File: src/rtl/if_fetch_queue.sv
// Handshaked instruction fetch front end: 8-byte aligned imem requests, in-order responses,
// {pc, inst} queue to decode with redirect flush. Define IF_QUEUE_BYPASS_EN for a 0-cycle empty-queue bypass.
module if_fetch_queue #(
    parameter logic [63:0] PC_START = 64'h0000_0000_8000_0000,
    parameter int          IQ_DEPTH = 4,
    parameter int          CNT_W    = $clog2(IQ_DEPTH) + 1
) (
    input  logic        clk,
    input  logic        rst,
    output logic        imem_req_valid,
    input  logic        imem_req_ready,
    output logic [63:0] imem_req_addr,
    input  logic        imem_resp_valid,
    input  logic [63:0] imem_resp_data,
    input  logic        redirect_valid,
    input  logic [63:0] redirect_pc,
    output logic        out_valid,
    input  logic        out_ready,
    output logic [63:0] out_pc,
    output logic [31:0] out_inst
);

    localparam int               PTR_W   = $clog2(IQ_DEPTH);
    localparam logic [CNT_W-1:0] DEPTH_C = CNT_W'(IQ_DEPTH);
    localparam logic [CNT_W:0]   DEPTH_X = (CNT_W + 1)'(IQ_DEPTH);

    logic [63:0]      fetch_pc_q, fetch_pc_d;
    logic [CNT_W-1:0] count_q, count_d;
    logic [CNT_W-1:0] outst_q, outst_d;
    logic [CNT_W-1:0] drop_q, drop_d;
    logic [PTR_W-1:0] qhd_q, qhd_d, qtl_q, qtl_d;
    logic [PTR_W-1:0] thd_q, ttl_q;

    logic [63:0] q_pc_q   [IQ_DEPTH];
    logic [31:0] q_inst_q [IQ_DEPTH];
    logic [63:0] tag_q    [IQ_DEPTH];

    logic           accept, resp, resp_keep, q_push, q_pop, q_empty, bypass;
    logic [63:0]    tag_pc;
    logic [31:0]    resp_inst;
    logic [CNT_W:0] credits;

    always_comb begin
        // Entries already queued plus live (non-dropped) requests must fit the queue.
        credits        = {1'b0, count_q} + {1'b0, outst_q} - {1'b0, drop_q};
        imem_req_valid = !rst && !redirect_valid && (credits < DEPTH_X) && (outst_q < DEPTH_C);
        imem_req_addr  = {fetch_pc_q[63:3], 3'b000};
        accept         = imem_req_valid && imem_req_ready;
        resp           = !rst && imem_resp_valid;
        tag_pc         = tag_q[thd_q];
        resp_inst      = tag_pc[2] ? imem_resp_data[63:32] : imem_resp_data[31:0];
        resp_keep      = resp && !redirect_valid && (drop_q == '0);
        q_empty        = (count_q == '0);
`ifdef IF_QUEUE_BYPASS_EN
        bypass         = resp_keep && q_empty;
`else
        bypass         = 1'b0;
`endif
        out_valid = !rst && (!q_empty || bypass);
        out_pc    = '0;
        out_inst  = '0;
        if (!rst && !q_empty) begin
            out_pc   = q_pc_q[qhd_q];
            out_inst = q_inst_q[qhd_q];
        end else if (!rst && bypass) begin
            out_pc   = tag_pc;
            out_inst = resp_inst;
        end
        q_pop  = !rst && !q_empty && out_ready && !redirect_valid;
        q_push = resp_keep && !(bypass && out_ready);
    end

    always_comb begin
        fetch_pc_d = fetch_pc_q;
        outst_d    = outst_q + CNT_W'(accept) - CNT_W'(resp);
        drop_d     = drop_q;
        count_d    = count_q + CNT_W'(q_push) - CNT_W'(q_pop);
        qhd_d      = qhd_q + PTR_W'(q_pop);
        qtl_d      = qtl_q + PTR_W'(q_push);
        if (redirect_valid) begin
            // Every request still in flight is stale; the same-cycle response is one of them.
            fetch_pc_d = redirect_pc & ~64'h3;
            drop_d     = outst_q - CNT_W'(resp);
            count_d    = '0;
            qhd_d      = '0;
            qtl_d      = '0;
        end else begin
            if (accept) fetch_pc_d = fetch_pc_q + 64'd4;
            if (resp && (drop_q != '0)) drop_d = drop_q - CNT_W'(1);
        end
    end

    always_ff @(posedge clk) begin
        if (rst) begin
            fetch_pc_q <= PC_START;
            count_q    <= '0;
            outst_q    <= '0;
            drop_q     <= '0;
            qhd_q      <= '0;
            qtl_q      <= '0;
            thd_q      <= '0;
            ttl_q      <= '0;
        end else begin
            fetch_pc_q <= fetch_pc_d;
            count_q    <= count_d;
            outst_q    <= outst_d;
            drop_q     <= drop_d;
            qhd_q      <= qhd_d;
            qtl_q      <= qtl_d;
            thd_q      <= thd_q + PTR_W'(resp);
            ttl_q      <= ttl_q + PTR_W'(accept);
        end
    end

    always_ff @(posedge clk) begin
        if (accept) tag_q[ttl_q] <= fetch_pc_q;
        if (q_push) begin
            q_pc_q[qtl_q]   <= tag_pc;
            q_inst_q[qtl_q] <= resp_inst;
        end
    end

`ifndef SYNTHESIS
    always_ff @(posedge clk) begin
        if (!rst) assert (!(resp_keep && count_q == DEPTH_C))
            else $error("instruction queue overflow: response arrived with queue full");
    end
`endif

endmodule

File: config.mk
export PLATFORM = sky130hd
export DESIGN_NAME = if_fetch_queue
export DESIGN_NICKNAME = d
export VERILOG_FILES = /design/src/rtl/if_fetch_queue.sv
export SDC_FILE = /design/constraint.sdc
export NUM_CORES = 1
export LEC_CHECK = 0
export CORE_AREA = 2 2 271 273
export CTS_CLUSTER_DIAMETER = 30
export DETAILED_ROUTE_END_ITERATION = 12
export DIE_AREA = 0 0 273 275
export PLACE_DENSITY_LB_ADDON = 0.05
export SLEW_MARGIN = 25
export SYNTH_ARGS = -nofsm -noshare
export SYNTH_HDL_FRONTEND = slang
export SYNTH_SLANG_ARGS = --single-unit
File: constraint.sdc
create_clock -name clk -period 15.4 [get_ports clk]
set_input_delay 1.54 -clock clk [delete_from_list [all_inputs] [get_ports clk]]
set_output_delay 1.54 -clock clk [all_outputs]
set_load 0.01 [all_outputs]
==> results.cfg, run 1 <==
[outcome]
status = completed

[route]
drt-total-wl_mm = 71.95
wl_met2_mm = 35.02
met3_length_mm = 3.849
via_per_inst = 5.241
wl_per_cell_um = 23.65
drc_errors = 0
ant_nets = 0
top_layer_used = met4
dr_total_vias = 15942
drtIter0Drc = 1057
first_pass_iters = 5
wl_met1_mm = 31.48

[die]
core_sq_um = 72340
start_util_pct = 39.57
die_h_um = 275
die_area_sq_um = 75080
die_x_um = 273
num_rows = 99
num_io_pins = 296

[job]
cap_viol_max_count = 0

[worst_setup_path]
cp_top_family = buffers and inverters
reg2reg_slack_ns = 10.66
cp_num_buf_inv = 4
slowest_delay_ns = 0.63
critPathMaxFanout = 63
critPathLaunchType = input port
crit_top_cell = buf_4
r2r_cells = 12
regToRegStartpoint = count_q[1]
cp_cell_sequence = buf_2 > buf_4 > nor2_4 > buf_4 > and2_1 > clkdlybuf4s50_1
cp_data_arrival_time_ns = 4.10
rr_endpoint = tag_q[1][17]
crit_required_ns = 13.86
setup.worst_path.end_class = output port
crit_type = in -> out
slowest_stage = nor2_4

[pwr]
sequentialPowerShare_pct = 38.4
power_frac_clock_pct = 56.5
p_leak_nw = 12.28
intPower_mw = 4.534
sw_frac_of_total_pct = 21.54
power.switching_mw = 1.245
vdd_drop_max_v = 0.00007825
comb_power_share_pct = 5.1
p_per_area_nw_per_um2 = 154.3

[grt]
grt_pass1_wl_mm = 105.7
first_global_vias = 16677
grt_overflow = 0
grt_max_degree = 76
grt_usage_pct = 19.30
antenna_found_initial = 0

[placement]
dpl.hpwl_mm = 43.32
io_buffers = 288
dp.cells = 2762
place_congestion = 0.8028

[sta]
period_share_pct = 36.61
slew_violations = 0
finalSetupViolations = 0
hold_viol_final = 0
fin_worst_skew_ns = 0.02516
period_needed_ns = 5.639
fin_tns_setup_ns = 0
fmax_ghz = 0.1774
slew_headroom_pct = 38.02
rsz0062_at_grt = false
worst_pin_slew_ns = 0.9297

[cts]
htree_levels = 4
tritoncts = built
clkSlewWorstSetupHoldPaths_ns = 0.04
worstSkewPairLatency_ns = 0.71
clock-root-buffer = clkbuf_16
max-clock-path-buffers = 3
hold_buffers = 0
clock-sinks = 703
numCtsBuffers = 152
cts_setup_buffers = 0
cts_resized = 0

[logic_synthesis]
synthArstFlopShare_pct = 0
synth_cell_types = 58
synth_cells = 1631
yosys.area_share.adder_pct = 0.9790
ys.flop_type = edfxtp_1
synth_compound_area_share_pct = 3.182
synth_top_cell_area_share_pct = 65.45
synth_mux_area_share_pct = 13.91
synth_most_common_cell = edfxtp_1
syn_area_sq_um = 28630
avgSynthCellArea_sq_um = 17.55
synth_top_family_by_area = multiplexers
synth_area_leaders = edfxtp_1 (65%), mux4_2 (12%), dfxtp_1 (5.5%)
synth_edf_count = 624
synth_xor_area_share_pct = 0.6119
ys_seq_elements = 703
yosysSeqAreaShare_pct = 70.98
yosys.area_share.simple_pct = 7.124
ys_warn_count = 0
synth_area_leader_cell = edfxtp_1
synthTopCellsByCount = edfxtp_1 (624), mux4_2 (156), and2_1 (108)

[worst_hold_path]
hold_depth = 2
hp-class = reg -> reg
worstHoldEndpoint = outst_q[2]
hp-start = outst_q[1]

[cells_and_area]
fin_nets = 2111
final_cells = 3042
syn2layout_area_growth_pct = 30.84
drive_above_1_share_pct = 23.34
[worst register-to-register path, stage by stage, from the launching register on]
cell and delay (ns):
dfxtp_1 0.39, inv_1 0.11, fa_1 0.54, inv_1 0.04, ha_1 0.27, and3b_1 0.18, or4_1 0.48, a21o_2 0.22
buf_4 0.37, clkinv_1 0.23, nand2_1 0.11, nor2_4 0.63, buf_4 0.70
[worst max-delay path by stage]
stage	slack, ns	cells past startpoint	start	to
after global placement	9.58	6	rst	out_pc[5]
after global routing	9.49	6	rst	out_pc[5]
after floorplan	6.10	4	rst	q_inst_q[0][0]
final	9.76	6	rst	out_pc[20]
after CTS	9.53	6	rst	out_pc[5]
after detailed placement	9.53	6	rst	out_pc[5]
[cells in the final DEF (no fill, tap or decap), types with 16 or more instances in the layout]
master / netlist / layout
clkinv_2: 0 / 23
clkdlybuf4s50_1: 0 / 287
clkinv_1: 1 / 26
edfxtp_1: 624 / 624
nor2_1: 39 / 34
o21ai_0: 37 / 37
dfxtp_1: 79 / 75
ha_1: 16 / 16
mux2_2: 39 / 39
clkbuf_16: 0 / 153
buf_4: 66 / 28
a31oi_1: 24 / 24
nor3_1: 19 / 17
nand3_1: 23 / 23
bufinv_16: 0 / 24
nand2_1: 88 / 88
and2_1: 108 / 108
a21oi_1: 27 / 27
inv_1: 26 / 26
nand4_1: 22 / 22
mux4_2: 156 / 155
clkbuf_1: 61 / 18
xnor2_1: 18 / 18
[power groups by stage]
stage               registers [mW]  clock network (mW)  logic, mW
floorplan                     2.22                   0      0.189
global placement              2.25                   0      0.294
detailed placement            2.25                   0      0.300
CTS                           2.22                3.32      0.301
global route                  2.22                3.42      0.323
finish                        2.22                3.27      0.296
[per-stage QoR]
step	power [mW]	hold slack [ns]	utilization (%)	worst slack (ns)	cell area, sq um
after floorplan	2.412	0.4777	-	6.103	28640
after global placement	2.542	0.4974	44.51	9.581	32200
after detailed placement	2.551	0.5080	44.52	9.533	32210
after CTS	5.843	0.5189	51.77	9.531	37450
after global routing	5.967	0.5466	51.78	9.493	37450
final	5.779	0.5184	51.78	9.761	37460
[sequential cells by signal (all words and copies together), names as in the netlist]
register and cells:
tag_q 248, ttl_q 2, qtl_q 2, q_inst_q 128
drop_q 3, q_pc_q 248, thd_q 2, qhd_q 2
fetch_pc_q 62, count_q 3, outst_q 3
[final cells by class]
cell class	count	area, sq um
clock buffer	174	3938
timing repair buffer	318	3110
multi-input combinational	755	7471
antenna	1	2.502
fill	5986	34880
tap	959	1200
clock inverter	105	1303
inverter	27	101.3
sequential	703	20330
[cells by family (layout without fill, tap and decap cells)]
family          after synthesis  in the layout
compound gates              140            140
xor+xnor                     20             20
fa+ha+maj                    20             20
buf+inv                     177            624
flops                       703            703
mux                         198            198
other cells                   1              6
simple gates                372            372
[routing by layer]
metal / GRT usage, % / vias to the layer above
li1: - / 7147
met1: 25.24 / 8182
met2: 31.72 / 501
met3: 4.539 / 112
met4: 6.744 / 0
met5: 0 / -
Power figures use the tool's default switching activity.
==> run 2: changes to the inputs <==
Clock period 15.4 ns to 5.3 ns, I/O delays scaled along.
==> results.cfg, run 2 (synthesis results as in run 1) <==
[outcome]
status = completed

[worst_setup_path]
slowest_delay_ns = 0.61
cp_data_arrival_time_ns = 3.76
cp_cell_sequence = inv_1 > fa_1 > inv_1 > ha_1 > and3b_1 > or4_1 > and2_1 > nor3_1 > clkdlybuf4s50_1
critPathMaxFanout = 3
critPathLaunchType = flip-flop
cp_top_family = simple AND/OR/NAND/NOR gates
crit_required_ns = 4.77
cp_num_buf_inv = 3
reg2reg_slack_ns = 1.30
r2r_cells = 11
setup.worst_path.end_class = output port
crit_type = reg -> out
crit_top_cell = inv_1
slowest_stage = clkdlybuf4s50_1
worstSetupPathDepth = 9

[grt]
grt_overflow = 0
grt_max_degree = 83
grt_usage_pct = 19.61
first_global_vias = 16714
antenna_found_initial = 1
grt_pass1_wl_mm = 106.8

[placement]
pre_cts_slack_ns = 1.357
place_congestion = 0.7794
io_buffers = 288
dpl.hpwl_mm = 43.69
dp.cells = 2763

[route]
dr_total_vias = 16023
drt-total-wl_mm = 72.89
first_pass_iters = 5
via_per_inst = 5.264
ant_nets = 0
drc_errors = 0
drtIter0Drc = 1043
wl_per_cell_um = 23.94

[sta]
finalSetupViolations = 0
slew_headroom_pct = 34.70
fmax_ghz = 0.2331
period_share_pct = 80.95
hold_viol_final = 0
worst_pin_slew_ns = 0.9795
slew_violations = 0
holdWs_ns = 0.3005
fin_ws_ns = 1.010
fin_worst_skew_ns = 0.02441
rsz0062_at_grt = false
period_needed_ns = 4.290

[die]
num_io_pins = 296
core_sq_um = 72340
die_h_um = 275
start_util_pct = 39.57
num_rows = 99
die_area_sq_um = 75080
die_x_um = 273

[cts]
worstSkewPairLatency_ns = 0.70
htree_levels = 4
max-clock-path-buffers = 3
clock-sinks = 703
hold_buffers = 0
clock-root-buffer = clkbuf_16
clkSlewWorstSetupHoldPaths_ns = 0.04
cts_setup_buffers = 0
tritoncts = built
cts_resized = 0
numCtsBuffers = 152

[worst_hold_path]
hp-class = in -> reg
hold_depth = 3

[cells_and_area]
final_util_pct = 51.95
diodes = 0
fin_nets = 2113
final_common_cell = edfxtp_1
final_cell_mix = edfxtp_1 (624), clkdlybuf4s50_1 (286), clkbuf_16 (157), mux4_2 (156), and2_1 (108)
reg_top3 = q_pc_q (248), tag_q (248), q_inst_q (128)
final_cells = 3044
fillers = 6008
syn2layout_area_growth_pct = 31.27
drive_above_1_share_pct = 23.98

[pwr]
p_leak_nw = 12.26
sw_frac_of_total_pct = 21.64
power_frac_clock_pct = 56.2
p_per_area_nw_per_um2 = 444.0
intPower_mw = 13.07
vdd_drop_max_v = 0.0002419
power.switching_mw = 3.610
power_mw = 16.68
comb_power_share_pct = 5.2
sequentialPowerShare_pct = 38.6

[job]
cap_viol_max_count = 0
run 2: stage by stage:
step / area (sq um) / setup TNS [ns]
after floorplan: 28680 / -10.23
after global placement: 32340 / 0
after detailed placement: 32350 / 0
after CTS: 37550 / 0
after global routing: 37580 / 0
final: 37580 / 0
run 2: metal layers:
metal / GRT usage (%) / vias to the layer above / routed length [um]
met5: 0 / - / 0
met4: 6.730 / 0 / 1658
met3: 4.757 / 129 / 4289
met2: 32.57 / 489 / 35950
met1: 25.30 / 8269 / 30990
li1: - / 7136 / -
run 2: tightest hold or removal path: cells and delay by family:
| kind | cells | cell delay, ns |
|---|---|---|
| AND/OR/NAND/NOR | 2 | 0.33 |
| buffers and inverters | 1 | 0.09 |
run 2: area by class of cell:
type / instances / area (sq um) / area share (%)
flip-flops and latches: 703 / 20330 / 54.10
multi-input cells: 755 / 7498 / 19.95
repair buffers: 320 / 3249 / 8.647
clock inverters: 107 / 1190 / 3.166
inverters: 27 / 101.3 / 0.2697
well taps: 959 / 1200 / 3.193
clock buffers: 173 / 4009 / 10.67
run 2: path summary, 6_finish.rpt:
check	startpoint	to
max	count_q[1]	imem_req_valid
min	rst	qhd_q[0]
max reg2reg	count_q[1]	fetch_pc_q[22]
min reg2reg	outst_q[1]	outst_q[2]
run 2: power by group through the flow:
stage	sequential, mW	clock, mW	combinational (mW)
3_3_place_gp	6.52	0	0.867
5_1_grt	6.45	9.83	0.956
3_5_place_dp	6.53	0	0.881
6_report	6.43	9.37	0.876
4_1_cts	6.44	9.54	0.886
2_1_floorplan	6.45	0	0.552
